--- config.mk ---
export PLATFORM = sky130hd
export DESIGN_NAME = load_down_counter
export DESIGN_NICKNAME = d
export VERILOG_FILES = /design/src/rtl/load_down_counter_pkg.sv /design/src/rtl/load_down_counter.sv
export SDC_FILE = /design/constraint.sdc
export NUM_CORES = 1
export LEC_CHECK = 0
export BUFFER_PORTS_ARGS = -buffer_cell sky130_fd_sc_hd__buf_2
export CAP_MARGIN = 30
export CORE_MARGIN = 4
export CORE_UTILIZATION = 25
export DETAILED_ROUTE_END_ITERATION = 8
export HOLD_SLACK_MARGIN = 0.1
export PLACE_DENSITY = 0.48
export SYNTH_ARGS = -nofsm -noshare
export SYNTH_HDL_FRONTEND = slang
export SYNTH_SLANG_ARGS = --single-unit
--- constraint.sdc ---
create_clock -name clk -period 3.84 [get_ports clk]
set_input_delay 0.96 -clock clk [delete_from_list [all_inputs] [get_ports clk]]
set_output_delay 0.96 -clock clk [all_outputs]
set_load 0.005 [all_outputs]
--- src/rtl/load_down_counter_pkg.sv ---
// Shared types and constants for the loadable down-counter.
// Holds the FSM state encoding and the default counter width.
package load_down_counter_pkg;

  localparam int DEFAULT_WIDTH = 4;

  typedef enum logic [1:0] {
    IDLE = 2'd0,
    RUN  = 2'd1,
    DONE = 2'd2
  } state_t;

endpackage : load_down_counter_pkg

--- src/rtl/load_down_counter.sv ---
// Loadable down-counter with optional auto-reload and a one-cycle terminal-count pulse.
// The FSM (IDLE/RUN/DONE) and all outputs are registered; next-state logic is combinational.
module load_down_counter
  import load_down_counter_pkg::*;
#(
  parameter int WIDTH = DEFAULT_WIDTH
) (
  input  logic             clk,
  input  logic             reset,
  input  logic             load_i,
  input  logic [WIDTH-1:0] load_val_i,
  input  logic             en_i,
  input  logic             auto_reload_i,
  input  logic             ack_i,
  output logic [WIDTH-1:0] count_o,
  output logic             tc_o,
  output logic             busy_o,
  output logic             done_o
);

  state_t           r_state;
  logic [WIDTH-1:0] r_count;
  logic [WIDTH-1:0] r_reload;
  logic             r_tc;
  logic             r_busy;
  logic             r_done;

  state_t           w_state_next;
  logic [WIDTH-1:0] w_count_next;
  logic [WIDTH-1:0] w_reload_next;
  logic             w_tc_next;

  // Load overrides everything; otherwise only RUN counts and only DONE reacts to ack.
  always_comb begin
    w_state_next  = r_state;
    w_count_next  = r_count;
    w_reload_next = r_reload;
    w_tc_next     = 1'b0;
    if (load_i) begin
      w_count_next  = load_val_i;
      w_reload_next = load_val_i;
      if (load_val_i == '0) begin
        w_state_next = DONE;
        w_tc_next    = 1'b1;
      end else begin
        w_state_next = RUN;
      end
    end else begin
      case (r_state)
        RUN: begin
          if (en_i) begin
            if (r_count == WIDTH'(1)) begin
              w_tc_next = 1'b1;
              if (auto_reload_i) begin
                w_count_next = r_reload;
              end else begin
                w_count_next = '0;
                w_state_next = DONE;
              end
            end else if (r_count > WIDTH'(1)) begin
              w_count_next = r_count - WIDTH'(1);
            end
          end
        end
        DONE: begin
          if (ack_i) begin
            w_state_next = IDLE;
          end
        end
        default: begin
          w_state_next = r_state;
        end
      endcase
    end
  end

  // Status flags are registered from the next state so they line up with count_o.
  always_ff @(posedge clk) begin
    if (!reset) begin
      r_state  <= IDLE;
      r_count  <= '0;
      r_reload <= '0;
      r_tc     <= 1'b0;
      r_busy   <= 1'b0;
      r_done   <= 1'b0;
    end else begin
      r_state  <= w_state_next;
      r_count  <= w_count_next;
      r_reload <= w_reload_next;
      r_tc     <= w_tc_next;
      r_busy   <= (w_state_next == RUN);
      r_done   <= (w_state_next == DONE);
    end
  end

  assign count_o = r_count;
  assign tc_o    = r_tc;
  assign busy_o  = r_busy;
  assign done_o  = r_done;

endmodule : load_down_counter

---- Yosys cells after proc, flatten, opt, wreduce, memory -nomap -nowiden ----
Index checks and enable logic that the tools add are counted.
storage, ports and cells
  input port bits ......................... 10
  output and inout port bits .............. 7
  logic and storage cells ................. 36
  flip-flop bits (word level) ............. 13
cells by class
  order comparisons ....................... 1
  eq/ne operators ......................... 5
  reduce and logical (&&, ||, !) cells .... 5
  $add $sub $neg .......................... 1
  muxes and demuxes ....................... 18
operator list
  cell                                                 count
  two-way mux 4 bit                                    6
  two-way mux 2 bit                                    6
  two-way mux 1 bit                                    5
  equality test 2 x 1 -> 1 bit, second input constant  2
  equality test 2 bit, second input constant           2
  equality test 4 x 1 -> 1 bit, second input constant  1
  > comparator 4 x 1 -> 1 bit, second input constant   1
  logical NOT 4 bit                                    1
  one-hot mux 2 bit (2 select lines)                   1
  nonzero test 2 bit                                   2
  subtractor 4 x 1 -> 4 bit, second input constant     1
  AND reduction 3 bit                                  1
  nonzero test 3 bit                                   1

---- Longest topological paths before layout ----
Gate-level depths: netlist of the first run.
  word-level depth ........................ 6
  depth in mapped cells ................... 6
  gate-level depth less buffers ........... 6

---- Worst setup path after synthesis of the first run ----
Ideal clock, no wire load.
  kind .................................... in2reg
  start ................................... in load_i
  end ..................................... reg r_busy, in the netlist busy_o
  arrival time ............................ 1.856 ns
  stages .................................. 5
  path slack .............................. 1.869 ns
  path through ............................ buf_6 inv_1 nor4b_1 a31oi_1 and3_1
on the way
  cells in the longest elaborated chain, start to end .. 2
RTL lines
  item                          RTL line                 RTL
  start, declared               load_down_counter.sv:10  input logic load_i,
  two-way mux 2 bit             load_down_counter.sv:39  if (load_i) begin
  equality test 2 x 1 -> 1 bit  load_down_counter.sv:91  r_busy <= (w_state_next == RUN);
  end signal, assigned          load_down_counter.sv:91
  end, declared                 load_down_counter.sv:25  logic r_busy;
Every way passes these cells.
A chain may end at the register's enable or synchronous reset.

---- Worst setup path after layout of the first run ----
  start ................................... reg r_count[0], in the netlist count_o[0]
  end ..................................... reg r_done, in the netlist done_o
on the way
  cells in the longest elaborated chain, start to end .. 6
RTL lines
  item                                RTL line                 RTL
  start, declared                     load_down_counter.sv:22  logic [WIDTH-1:0] r_count;
  start signal, assigned              load_down_counter.sv:88  r_count <= w_count_next;
  equality test 4 x 1 -> 1 bit        load_down_counter.sv:52  if (r_count == WIDTH'(1)) begin
  two-way mux 2 bit                   load_down_counter.sv:52
  two-way mux 2 bit                   load_down_counter.sv:51  if (en_i) begin
  one-hot mux 2 bit (2 select lines)  load_down_counter.sv:49  case (r_state)
  two-way mux 2 bit                   load_down_counter.sv:39
  equality test 2 bit                 load_down_counter.sv:92  r_done <= (w_state_next == DONE);
  end signal, assigned                load_down_counter.sv:92
  end, declared                       load_down_counter.sv:26  logic r_done;
Every way passes these cells.

==> key figures, run 1 <==
Die
  – Core area: 2780 sq um
  – # IOs: 17
  – Die footprint: 3880 sq um
  – Initial Util: 26.5%
  – Die W: roughly 62 microns
  – Rows: 19
  – Die H: 62.3 microns

Global route
  – First-pass GRT wire length: 2980 microns
  – Tot GR Track Use: 9.14%
  – Pin count of the biggest net entering global routing: 10
  – Initial antenna violation count: 0
  – Overflow after GRT: 0
  – Vias in the first global route: 666

STA
  – Final Hold Vio Count: 0
  – Min Hold Slack: 0.501 ns
  – Unrepaired setup endpoints after global routing: false
  – Worst Setup Slack, final: 1.78 ns
  – Max transition margin: 62.8%
  – Clk_skew: 0.00271 ns
  – Minimum clock period: 2.06 ns
  – Final setup fails: 0
  – Worst-Margin Slew: approximately 0.55 ns
  – Period utilization: 53.7%
  – Fmax: 485 MHz
  – Slew Viols, Final: 0
  – Post-route setup TNS: 0 ns

Final layout
  – Nets: between 100 and 150
  – Area growth syn-to-layout: 18.2%
  – Filler instances: 295
  – Highest-count cells in the layout ignoring fill and taps: buf_2 (16), dfxtp_1 (13), inv_1 (8), nor2_1 (8)
  – ANT cells: 0
  – Layout cells sized above 1: between 20% and 30%
  – Leading cell type in the layout, fill and taps excluded: buf_2
  – Finished Layout Cells: 131

Worst setup path
  – Worst-path maximum fanout: 5
  – CP top delay family: compound AO/OA/AOI/OAI gates
  – Worst Path Required: 4.03 ns
  – Worst EP arrival: 2.25 ns
  – Slowest CP cell: dfxtp_1
  – Reg-to-reg critical path startpoint: count_o[0]$_SDFFE_PN0P_
  – Kind of critical path: reg2reg
  – Crit path from: count_o[0]$_SDFFE_PN0P_
  – Crit start category: register
  – Worst path max stage delay: 0.46 ns
  – CP Buf/Inv Count: 0
  – CP endpoint kind: register
  – Crit-path cells: ha_1 -> or3b_1 -> o311ai_0 -> a31oi_1 -> a211oi_1

Placement
  – Routability Congestion: between 0.7 and 0.8
  – Placed insts: approximately 130
  – Port Buf Inserts: 16
  – Final HPWL DP: 1330 microns
  – Worst slack at placement: 1.49 ns

Pwr
  – Leakage Power: 0.000359 uW
  – Power, Total: 294 uW
  – Power Internal: 210 uW
  – Comb pwr share: 20.1%
  – Clock share of power: 28.6%
  – Worst VDD drop: 0.133 mV
  – Sequential share of power: 51.4%
  – Sw frac: 28.6%
  – Switching power: around 84 uW
  – Pwr per Cell Area: around 340 nW/um^2

Routing
  – WL per Instance: approximately 13 microns
  – Drt first-iter violations: 11
  – First-pass iteration count of the detailed router: 3
  – Drt total wl: 1720 microns
  – Antenna Nets Post-Route: 0
  – Drt via density: ~5.2
  – DR DRC count: 0
  – Via Count: 682

CTS
  – Post-CTS setup buffers: 0
  – CTS Buf Count: 3
  – CTS hold repair buffers: 0
  – Worst skew pair latency: 0.27 ns
  – CTS root buffer: clkbuf_4
  – CTS resizes: 0
  – Worst-path clk slew: 0.08 ns
  – H-tree depth: 1
  – CTS tree: built
  – Max clock buf depth: 2
  – CTS Sinks: 13

Logic synthesis
  – Adder-cell area share of the yosys netlist: 6.79%
  – Main combinational cell family by area after synthesis: simple AND/OR/NAND/NOR gates
  – Post-Synthesis Cell Area: 737 sq um
  – Synth Warn #: 0
  – Synth Area in Compound Gates: 22.1%
  – Xor and xnor area share after synthesis: 0%
  – Post-synthesis mux area share: 6.79%
  – Simple-gate share of the synthesized area: 22.9%
  – Ys async rst share: 0%
  – Mapped Cells: 81
  – Synth Register Bits: 13
  – Yosys top cell area share: 35.3%
  – Post-synth EDFFs: 0
  – Area leader, netlist: dfxtp_1
  – Post-Syn Nets: 95
  – Sequential element share of the synthesized area: 35.3%
  – Ys flop type: dfxtp_1
  – Avg Cell Area, Syn: just over 9 sq um
  – Netlist cell types: 32
  – Largest cells by area after synthesis: dfxtp_1 (35%), ha_1 (6.8%), mux2i_1 (6.8%)

Hold path
  – Hold WC Path Type: reg2reg
  – Worst hold start: r_reload[2]$_SDFFE_PN0P_

Flow run
  – Max-Cap Viols: 0

Outcome
  – Status: finished clean
[tightest hold or removal path: cells and delay by family (launching register included)]
kind / cells / cell delay [ns]
AO/OA/AOI/OAI: 1 / 0.06
flip-flops: 1 / 0.34
AND/OR/NAND/NOR: 1 / 0.07
[path summary, 6_finish.rpt]
| check | to | slack (ns) | cells past startpoint |
|---|---|---|---|
| worst max-delay path | done_o$_SDFF_PN0_ | 1.78 | 5 |
| worst min-delay path | r_reload[2]$_SDFFE_PN0P_ | 0.50 | 2 |
| worst max register to register | done_o$_SDFF_PN0_ | 1.78 | 5 |
| worst min register to register | r_reload[2]$_SDFFE_PN0P_ | 0.50 | 2 |
[metrics by stage]
step / instance area (sq um) / utilization (%)
after global routing: 871 / 31.3
after CTS: 871 / 31.3
final: 871 / 31.3
after floorplan: 737 / -
after detailed placement: 845 / 30.4
after global placement: 845 / 30.4
[per-layer routing]
layer	routed length, microns	global-route usage, %	share of wire, %
met5	0	0	0
met2	800	14.4	46
met1	829	11.9	48
met4	16	3.18	0.93
met3	77	2.52	4.5
[registers in the layout, indices dropped and copies added (netlist names)]
| register | cells |
|---|---|
| count_o | 4 |
| r_reload | 4 |
| r_state | 2 |
| busy_o | 1 |
| done_o | 1 |
| tc_o | 1 |
[cells in the mapped netlist (2+ instances only)]
library cell  instances
a21oi_1               5
a31oi_1               4
and2_1                3
dfxtp_1              13
ha_1                  4
inv_1                 8
mux2i_1               5
nand2_1               3
nand3_1               3
nor2_1                8
nor3_1                2
o21ai_0               2
o311ai_0              2
[power groups by stage]
stage          Combinational [uW]  Sequential (uW)  Clock, uW
4_1_cts                      59.5              151       86.3
3_5_place_dp                 58.9              154          0
2_1_floorplan                40.0              153          0
3_3_place_gp                 59.1              154          0
6_report                     59.1              151       84.1
5_1_grt                      66.9              153       92.8
[layout make-up]
class | instances | area [sq um] | share of cell area (%)
flip-flops and latches | 13 | 260 | 29.9
well taps | 31 | 38.8 | 4.45
inverters | 9 | 33.8 | 3.88
clock buffers | 4 | 26.3 | 3.02
multi-input cells | 58 | 432 | 49.6
repair buffers | 16 | 80.1 | 9.20
[logic make-up (layout without fill, tap and decap cells)]
logic type | after synthesis | in the layout
buffers and inverters | 10 | 29
flip-flops | 13 | 13
multiplexers | 5 | 5
adder cells (fa/ha/maj) | 4 | 4
AO/OA/AOI/OAI | 22 | 22
AND/OR/NAND/NOR | 27 | 27
No activity file was read; power rests on OpenSTA's default activity.
==> inputs of run 2 (changes only) <==
==> constraint.sdc (replaced) <==
create_clock -name clk -period 2.1 [get_ports clk]
set_input_delay 0.525 -clock clk [delete_from_list [all_inputs] [get_ports clk]]
set_output_delay 0.525 -clock clk [all_outputs]
set_load 0.005 [all_outputs]
==> key figures, run 2 (synthesized netlist as in run 1, its figures left out) <==
Placement
  – Port Buf Inserts: 16 (unchanged)
  – Final HPWL DP: 1430 microns (+7.3%)
  – Routability Congestion: 0.743 (-0.75%)

Final layout
  – Nets: 118 (+2.6%)
  – Area of the multi-input gates: 432 sq um (unchanged)
  – Layout cells sized above 1: 26.2% (+2.2 points)
  – Reg area: 260 sq um (unchanged)
  – ANT cells: 0 (unchanged)
  – Highest-count cells in the layout ignoring fill and taps: buf_2 (16), dfxtp_1 (13), inv_1 (8), nor2_1 (8)
  – Leading cell type in the layout, fill and taps excluded: buf_2
  – Filler instances: 290 (-1.7%)
  – Area growth syn-to-layout: 21.2%

Worst setup path
  – Worst-path maximum fanout: 5 (unchanged)
  – Slowest CP cell: dfxtp_1
  – Crit-path cells: ha_1 -> or3b_1 -> o311ai_0 -> a31oi_1 -> a211oi_1
  – CP endpoint kind: register
  – Kind of critical path: reg2reg
  – Worst path max stage delay: 0.45 ns (about the same)
  – Crit start category: register
  – Worst Path Required: 2.29 ns (-1.74 ns)
  – Worst EP arrival: 2.14 ns (-0.11 ns)

Global route
  – Initial antenna violation count: 0 (unchanged)
  – First-pass GRT wire length: 3170 microns (+6.5%)
  – Tot GR Track Use: 10.0% (+0.90 points)
  – Pin count of the biggest net entering global routing: 10 (unchanged)
  – Overflow after GRT: 0 (unchanged)
  – Vias in the first global route: 685 (+2.9%)

Outcome
  – Status: finished clean

STA
  – Min Hold Slack: 0.503 ns (+0.00192 ns)
  – Final setup fails: 0 (unchanged)
  – Final Hold Vio Count: 0 (unchanged)
  – Worst-Margin Slew: 0.320 ns (-0.230 ns)
  – Max transition margin: 78.4% (+16 points)
  – Clk_skew: 0.00875 ns (+0.00603 ns)
  – Minimum clock period: 1.95 ns (-0.113 ns)
  – Fmax: 514 MHz (+5.8%)
  – Post-route setup TNS: 0 ns (unchanged)
  – Period utilization: 92.7% (+39 points)
  – Slew Viols, Final: 0 (unchanged)
  – Unrepaired setup endpoints after global routing: false

CTS
  – Worst skew pair latency: 0.28 ns (about the same)
  – CTS hold repair buffers: 0 (unchanged)
  – Max clock buf depth: 2 (unchanged)
  – H-tree depth: 1 (unchanged)
  – CTS Buf Count: 3 (unchanged)
  – Post-CTS setup buffers: 0 (unchanged)
  – CTS tree: built
  – CTS Sinks: 13 (unchanged)
  – Worst-path clk slew: 0.09 ns (about the same)
  – CTS resizes: 0 (unchanged)
  – CTS root buffer: clkbuf_4

Routing
  – Antenna Nets Post-Route: 0 (unchanged)
  – Drt first-iter violations: 9 (-2)
  – Via Count: 679 (-0.44%)
  – Drt total wl: 1810 microns (+5.2%)
  – First-pass iteration count of the detailed router: 5 (+2)
  – WL per Instance: 13.5 microns (+2.8%)
  – Drt via density: 5.07 (-2.7%)
  – DR DRC count: 0 (unchanged)

Die
  – Initial Util: 26.5% (unchanged)
  – Die H: 62.3 microns (unchanged)
  – Rows: 19 (unchanged)
  – Die footprint: 3880 sq um (unchanged)
  – Core area: 2780 sq um (unchanged)
  – # IOs: 17 (unchanged)
  – Die W: 62.3 microns (unchanged)

Pwr
  – Leakage Power: 0.000374 uW (+4.3%)
  – Worst VDD drop: 0.348 mV (+160%)
  – Pwr per Cell Area: 620 nW/um^2 (+83%)

Flow run
  – Max-Cap Viols: 0 (unchanged)

Hold path
  – Hold WC Path Type: reg2reg
## run 2: path summary, 6_finish.rpt
path / from / end / slack [ns] / cells past startpoint
setup / recovery: count_o[0]$_SDFFE_PN0P_ / done_o$_SDFF_PN0_ / 0.15 / 5
hold / removal: r_reload[2]$_SDFFE_PN0P_ / r_reload[2]$_SDFFE_PN0P_ / 0.50 / 2
setup reg to reg: count_o[0]$_SDFFE_PN0P_ / done_o$_SDFF_PN0_ / 0.15 / 5
hold reg to reg: r_reload[2]$_SDFFE_PN0P_ / r_reload[2]$_SDFFE_PN0P_ / 0.50 / 2
## run 2: area by class of cell
type                       count  area share, %
timing repair buffer          19           11.5
multi-input combinational     58           48.3
sequential                    13           29.1
clock buffer                   4           2.94
inverter                       9           3.78
tap                           31           4.34
## run 2: per-stage QoR
step	instances	power, uW	utilization (%)	setup slack [ns]	area, sq um
floorplan	81	352	-	0.254	737
global placement	130	394	31.2	0.190	867
detailed placement	130	394	31.2	0.168	867
CTS	134	557	32.1	0.144	893
global route	134	586	32.1	0.0155	893
finish	134	554	32.1	0.153	893
## run 2: worst max-delay path: cells and delay by family, from the launching register on
kind | cells | cell delay [ns]
compound gates | 3 | 0.71
fa+ha+maj | 1 | 0.26
flops | 1 | 0.45
simple gates | 1 | 0.43
## run 2: routing by layer
layer	vias up	global-route usage, %	wire (microns)
li1	347	-	-
met1	313	12.9	858
met2	15	15.5	871
met3	4	2.16	57
met4	0	5.31	25
met5	-	0	0
## run 2: report_power, final
| part | internal (uW) | total, uW | switching, uW |
|---|---|---|---|
| Clock | 73.7 | 165 | 91.3 |
| Sequential | 261 | 275 | 14.5 |
| Combinational | 53.2 | 113 | 60.1 |
